<file path="config.mk">
export PLATFORM = sky130hd
export DESIGN_NAME = score_collector
export DESIGN_NICKNAME = d
export VERILOG_FILES = /design/src/rtl/score_collector.sv
export SDC_FILE = /design/constraint.sdc
export NUM_CORES = 1
export LEC_CHECK = 0
export CORE_MARGIN = 2
export CORE_UTILIZATION = 48
export CTS_CLUSTER_DIAMETER = 50
export DETAILED_ROUTE_END_ITERATION = 10
export PLACE_DENSITY = 0.91
export SYNTH_ARGS = -nofsm -noshare
export SYNTH_HDL_FRONTEND = slang
export SYNTH_SLANG_ARGS = --single-unit
</file>
<file path="constraint.sdc">
create_clock -name clk_i -period 1.93 [get_ports clk_i]
set_input_delay 0.386 -clock clk_i [delete_from_list [all_inputs] [get_ports clk_i]]
set_output_delay 0.386 -clock clk_i [all_outputs]
set_load 0.01 [all_outputs]
</file>
<file path="src/rtl/score_collector.sv">
// Collects a serial valid/ready stream of class scores into a parallel bank.
// Optional feature macro: SCORE_COLLECTOR_CLAMP_EN (store negative scores as zero).
module score_collector #(
    parameter int unsigned DataWidth  = 16,
    parameter int unsigned NumClasses = 10
) (
    input  logic                            clk_i,
    input  logic                            rst_ni,
    input  logic                            in_valid_i,
    output logic                            in_ready_o,
    input  logic [DataWidth-1:0]            in_data_i,
    input  logic                            in_last_i,
    output logic                            out_valid_o,
    input  logic                            out_ready_i,
    output logic [NumClasses*DataWidth-1:0] out_scores_o,
    output logic                            err_o
);

    localparam int unsigned CntW = (NumClasses > 1) ? $clog2(NumClasses) : 1;
    localparam logic [CntW-1:0] CntLast = CntW'(NumClasses - 1);

    typedef enum logic [0:0] {StCollect, StFull} state_e;

    state_e                                    state_q, state_d;
    logic [CntW-1:0]                           cnt_q, cnt_d;
    logic [NumClasses-1:0][DataWidth-1:0]      slot_q, slot_d;
    logic                                      err_q, err_d;
    logic                                      accept;
    logic [DataWidth-1:0]                      wdata;

    assign in_ready_o   = (state_q == StCollect) && rst_ni;
    assign accept       = in_valid_i && in_ready_o;
    assign out_valid_o  = (state_q == StFull);
    assign out_scores_o = slot_q;
    assign err_o        = err_q;

`ifdef SCORE_COLLECTOR_CLAMP_EN
    // Negative scores become zero so the unsigned arg-max downstream stays correct.
    assign wdata = in_data_i[DataWidth-1] ? '0 : in_data_i;
`else
    assign wdata = in_data_i;
`endif

    always_comb begin
        state_d = state_q;
        cnt_d   = cnt_q;
        slot_d  = slot_q;
        err_d   = 1'b0;
        unique case (state_q)
            StCollect: begin
                if (accept) begin
                    slot_d[cnt_q] = wdata;
                    if (cnt_q == CntLast) begin
                        // The beat count is authoritative; a missing last is flagged only.
                        cnt_d   = '0;
                        state_d = StFull;
                        err_d   = !in_last_i;
                    end else if (in_last_i) begin
                        cnt_d = '0;
                        err_d = 1'b1;
                    end else begin
                        cnt_d = cnt_q + CntW'(1);
                    end
                end
            end
            StFull: begin
                if (out_ready_i) begin
                    state_d = StCollect;
                end
            end
            default: state_d = StCollect;
        endcase
    end

    always_ff @(posedge clk_i) begin
        if (!rst_ni) begin
            state_q <= StCollect;
            cnt_q   <= '0;
            slot_q  <= '0;
            err_q   <= 1'b0;
        end else begin
            state_q <= state_d;
            cnt_q   <= cnt_d;
            slot_q  <= slot_d;
            err_q   <= err_d;
        end
    end

endmodule

</file>
# Word-level counts from Yosys, hierarchy flattened
# Cells that the tools add are included.
[op_classes] n_addsub=1 order_cmp=2 n_eq_ne=1 mux=11 bitwise_logic=3 reduce_logical=6
[ops] operator="$bwmux W160" n=1
[ops] operator="$demux W16 S4" n=1
[ops] operator="$mux W16" n=1
[ops] operator="$mux W4" n=2
[ops] operator="$lt A4 B5 Y1 const B" n=1
[ops] operator="$mux W1" n=5
[ops] operator="$add A4 B1 Y4 const B" n=1
[ops] operator="$eq A4 B4 Y1 const B" n=1
[ops] operator="$ge A4 B1 Y1 const B" n=1
[ops] operator="$logic_and A1 B1 Y1" n=3
[ops] operator="$not A1 Y1" n=3
[ops] operator="$reduce_or A3 Y1" n=1
[ops] operator="$pmux W1 S2" n=1
[ops] operator="$reduce_and A2 Y1" n=1
[ops] operator="$logic_not A1 Y1" n=1
[word_totals] regBits=166 in_bits=21 output_inout_bits=163 wordCells=37

# Depth between registers and ports, before layout
[depth] word_depth=5 depth_mapped=8 mapped_depth_nobuf=5

# Worst setup path after synthesis
# Ideal clock, no wire load.
[synth_path] path_kind="register to register" start="register cnt_q[0]" end="register slot_q, in the netlist out_scores_o[11]" setup_time_ns=0.067 arrival_ns=1.464 required_time_ns=1.863 slack_ns=0.399 path_stages_with_launch=9 n_path_buf=3 cell_sequence="dfxtp_1 inv_1 ha_1 and4b_4 buf_6 and2_4 buf_6 buf_6 o21ai_2"
[synth_between] elab_chain_cells=5
[synth_lines] element="from (decl)" line_no="25" text="logic [CntW-1:0] cnt_q, cnt_d;"
[synth_lines] element="from (signal assigned)" line_no="83" text="cnt_q <= cnt_d;"
[synth_lines] element="$lt A4 B5 Y1 (not written as such) / $ge A4 B1 Y1 (equally long branches)" line_no="52" text="slot_d[cnt_q] = wdata;"
[synth_lines] element="$logic_and A1 B1 Y1 (not written as such)" line_no="52"
[synth_lines] element="$mux W16 (not written as such)" line_no="52"
[synth_lines] element="$demux W16 S4 (*)" line_no="52"
[synth_lines] element="$bwmux W160 (*)" line_no="52"
[synth_lines] element="to (signal assigned)" line_no="84" text="slot_q <= slot_d;"
[synth_lines] element="to (decl)" line_no="26" text="logic [NumClasses-1:0][DataWidth-1:0] slot_q, slot_d;"
# Every way passes the cells marked *; elsewhere a longest branch is shown, timed or not.
# A chain may end at the register's enable or synchronous reset.

# Worst setup path after layout
[layout_path] start="register state_q, in the netlist out_valid_o" end="output in_ready_o"
[layout_between] elab_chain_cells=2
[layout_lines] element="from (decl)" line_no="24" text="state_e state_q, state_d;"
[layout_lines] element="from (signal assigned)" line_no="77" text="state_q <= StCollect;"
[layout_lines] element="from (signal assigned)" line_no="82" text="state_q <= state_d;"
[layout_lines] element="$not A1 Y1 (no line)"
[layout_lines] element="$logic_and A1 B1 Y1" line_no="31" text="assign in_ready_o = (state_q == StCollect) && rst_ni;"
[layout_lines] element="to (decl)" line_no="10" text="output logic in_ready_o,"
# Every way passes these cells.

==> flow_summary_export.csv <==
group,metric,value,unit
yosys,ys_ff_latch,166,
die,die_area,0.0145,mm²
sta,grt_setup_unrepaired,"false",
yosys,ys_types,30,
clock_tree,root_buffer,"clkbuf_16",
yosys,synth_top_cell_by_area,"dfxtp_1",
drt,vias,6210,
yosys,synth_area_leaders,"dfxtp_1 51%, nand3_1 11%, nand2_1 10%, o21ai_0 5.9%, o21ai_2 5.4%",
drt,viasPerCell,5.59,
clock_tree,cts_buffers,17,
yosys,synth_nets,790,
sta,skew,9.78,ps
yosys,synth_top_area_share,51.0,%
pwr,comb_power_share,6.6,%
die,die_h,121,µm
die,core,0.0132,mm²
critical_path,cp_data_required_time,1540,ps
clock_tree,postCtsHoldBufs,0,
cells_and_area,antennaDiodeCount,0,
critical_path,reg2reg_depth,4,
sta,hold_slack,445,ps
sta,worst_pin_slew,604,ps
yosys,synth_compound_area_share,13.6,%
pwr,irDropWorstVdd,0.571,mV
critical_path,path_class,"reg -> out",
die,num_rows,42,
die,die_w,121,µm
placement,gp_congestion,0.817,
clock_tree,clkLatencyLatePin,420,ps
yosys,synth_area_per_cell,8.52,µm²
cells_and_area,final_common_cell,"clkdlybuf4s50_1",
drt,drtIter0Drc,701,
cells_and_area,area_delta_synth_final,38.6,%
sta,fin_crit,1850,ps
clock_tree,cts_sinks,166,
yosys,syn_inst,765,
clock_tree,htree_levels,4,
grt,grt_antenna_before_repair,0,
sta,setup_viol,0,
critical_path,path_cells,"nor2b_2 > clkdlybuf4s50_1",
yosys,synth_top_family_by_area,"simple AND/OR/NAND/NOR gates",
pwr,switching_power,1.58,mW
clock_tree,cts_tree,"done",
sta,fmax,539,MHz
yosys,muxShareOfSynthArea,3.53,%
worst_hold_path,hold-path-cell-count,4,
sta,slew_viol_final,0,
critical_path,crit_slowest_cell,"clkdlybuf4s50_1",
sta,final.setup.tns,0,ps
yosys,synthXorXnorAreaFrac,0.134,%
yosys,ys_seq_area_share,51.0,%
cells_and_area,finalNonFillerCells,1110,
critical_path,crit_path_end_kind,"output port",
grt,grt_use_total,27.8,%
die,initial_core_util,49.2,%
yosys,yosys_warnings,0,
placement,placedCellCount,1082,
pwr,p_seq_share,49.9,%
grt,globalRouteOverflowTotal,0,
grt,grt_max_degree,120,
cells_and_area,drive_above_1_share,13.2,%
die,pin_count,184,
sta,relSlewSlack,59.6,%
sta,finalHoldViolations,0,
pwr,p_clk_share,43.6,%
worst_hold_path,hold_class,"in -> reg",
pwr,p_leak,3.18,nW
clock_tree,clockBufferDepth,2,
grt,grt_pass1_wl,31100,µm
clock_tree,path_clk_slew,60,ps
placement,dpl.hpwl,13400,µm
cells_and_area,nets,950,
pwr,intPower,5.43,mW
placement,io_buffers,183,
critical_path,arrival,1470,ps
drt,postRouteAntennaNets,0,
critical_path,worst_setup_path_start_kind,"flop",
cells_and_area,fin_util,68.2,%
drt,wirelength,20400,µm
yosys,yosys.area_share.simple,23.5,%
cells_and_area,final_cell_mix,"182 x clkdlybuf4s50_1, 174 x nand2_1, 165 x dfxtp_1, 139 x nand3_1, 77 x o21ai_0",
pwr,p_per_area,776,mW/mm²
critical_path,slowest_delay,550,ps
grt,grt_pass1_vias,5806,
yosys,netlist_area,0.00652,mm²
pwr,p_sw_share,22.6,%
critical_path,cp_max_fo,8,
drt,post_drt_wl_per_cell,18.4,µm
drt,drcViolationCount,0,
drt,dr.pass1.iters,6,
job,max_cap_violations,0,
sta,fin_crit_sh,96.0,%
yosys,synthAdderAreaFrac,0.768,%
run_status,status,"finished clean",
Yosys cell counts, drive strengths merged:
| cell type | instances |
|---|---|
| mux2i | 23 |
| inv | 4 |
| nand3b | 2 |
| a21oi | 1 |
| nand4bb | 1 |
| clkbuf | 47 |
| o32ai | 2 |
| and2 | 10 |
| o21ai | 138 |
| a31oi | 1 |
| and4b | 4 |
| nand2 | 174 |
| a21boi | 1 |
| nand3 | 139 |
| nor2b | 4 |
| dfxtp | 166 |
| buf | 39 |
| ha | 4 |
| o21a | 1 |
| nor2 | 2 |
| xnor2 | 1 |
| nand4 | 1 |
through the flow:
stage / worst slack [ps] / total power [mW] / cell area, µm²
floorplan: 399 / 3.78 / 6520
global placement: 75.1 / 4.01 / 8500
detailed placement: 27.0 / 4.02 / 8500
CTS: 17.2 / 7.02 / 9030
global route: 25.6 / 7.20 / 9030
finish: 76.3 / 7.01 / 9030
final timing paths:
| kind | slack (ps) | endpoint | from |
|---|---|---|---|
| min reg2reg | 450 | out_scores_o[147] | out_scores_o[147] |
| max reg2reg | 290 | out_scores_o[115] | cnt_q[2] |
| max | 80 | in_ready_o | out_valid_o |
| min | 450 | out_scores_o[37] | rst_ni |
flip-flops by register name, indices dropped and copies added, names as in the netlist:
signal	cells
cnt_q	4
err_o	1
out_scores_o	160
out_valid_o	1
logic make-up after synthesis:
group,count (synthesis)
AND/OR/NAND/NOR,337
adder cells (fa/ha/maj),4
multiplexers,23
AO/OA/AOI/OAI,144
XOR/XNOR,1
buffers and inverters,90
flip-flops,166
layout make-up:
cell class,count,area [µm²]
clock buffers,23,498
clock inverters,5,25.0
fillers,1041,4210
inverters,4,15.0
multi-input cells,509,2730
flip-flops and latches,166,3320
well taps,176,220
repair buffers,227,2220
power by group through the flow:
stage          Combinational, mW  Clock (mW)  Sequential, mW
2_1_floorplan              0.203           0            3.58
3_3_place_gp               0.444           0            3.57
3_5_place_dp               0.450           0            3.57
4_1_cts                    0.453        3.07            3.49
5_1_grt                    0.481        3.23            3.50
6_report                   0.460        3.06            3.50
routing by layer:
metal | vias to the layer above | share of wire (%) | global-route usage [%]
met5 | - | 0 | 0
met1 | 2889 | 39 | 34.9
met3 | 66 | 9.8 | 6.84
met4 | 0 | 4.3 | 14.5
met2 | 368 | 47 | 44.2
li1 | 2887 | - | -
repair_timing:
action | in CTS | in global routing
resized for setup | 1 | 1
buffers inserted | 0 | 0
setup endpoints to repair | 1 | 1
critical path: cells and delay by family, from the launching register on:
kind | cells | cell delay [ps]
AND/OR/NAND/NOR | 1 | 140
flip-flops | 1 | 360
buffers and inverters | 1 | 550
Power figures use the tool's default switching activity.
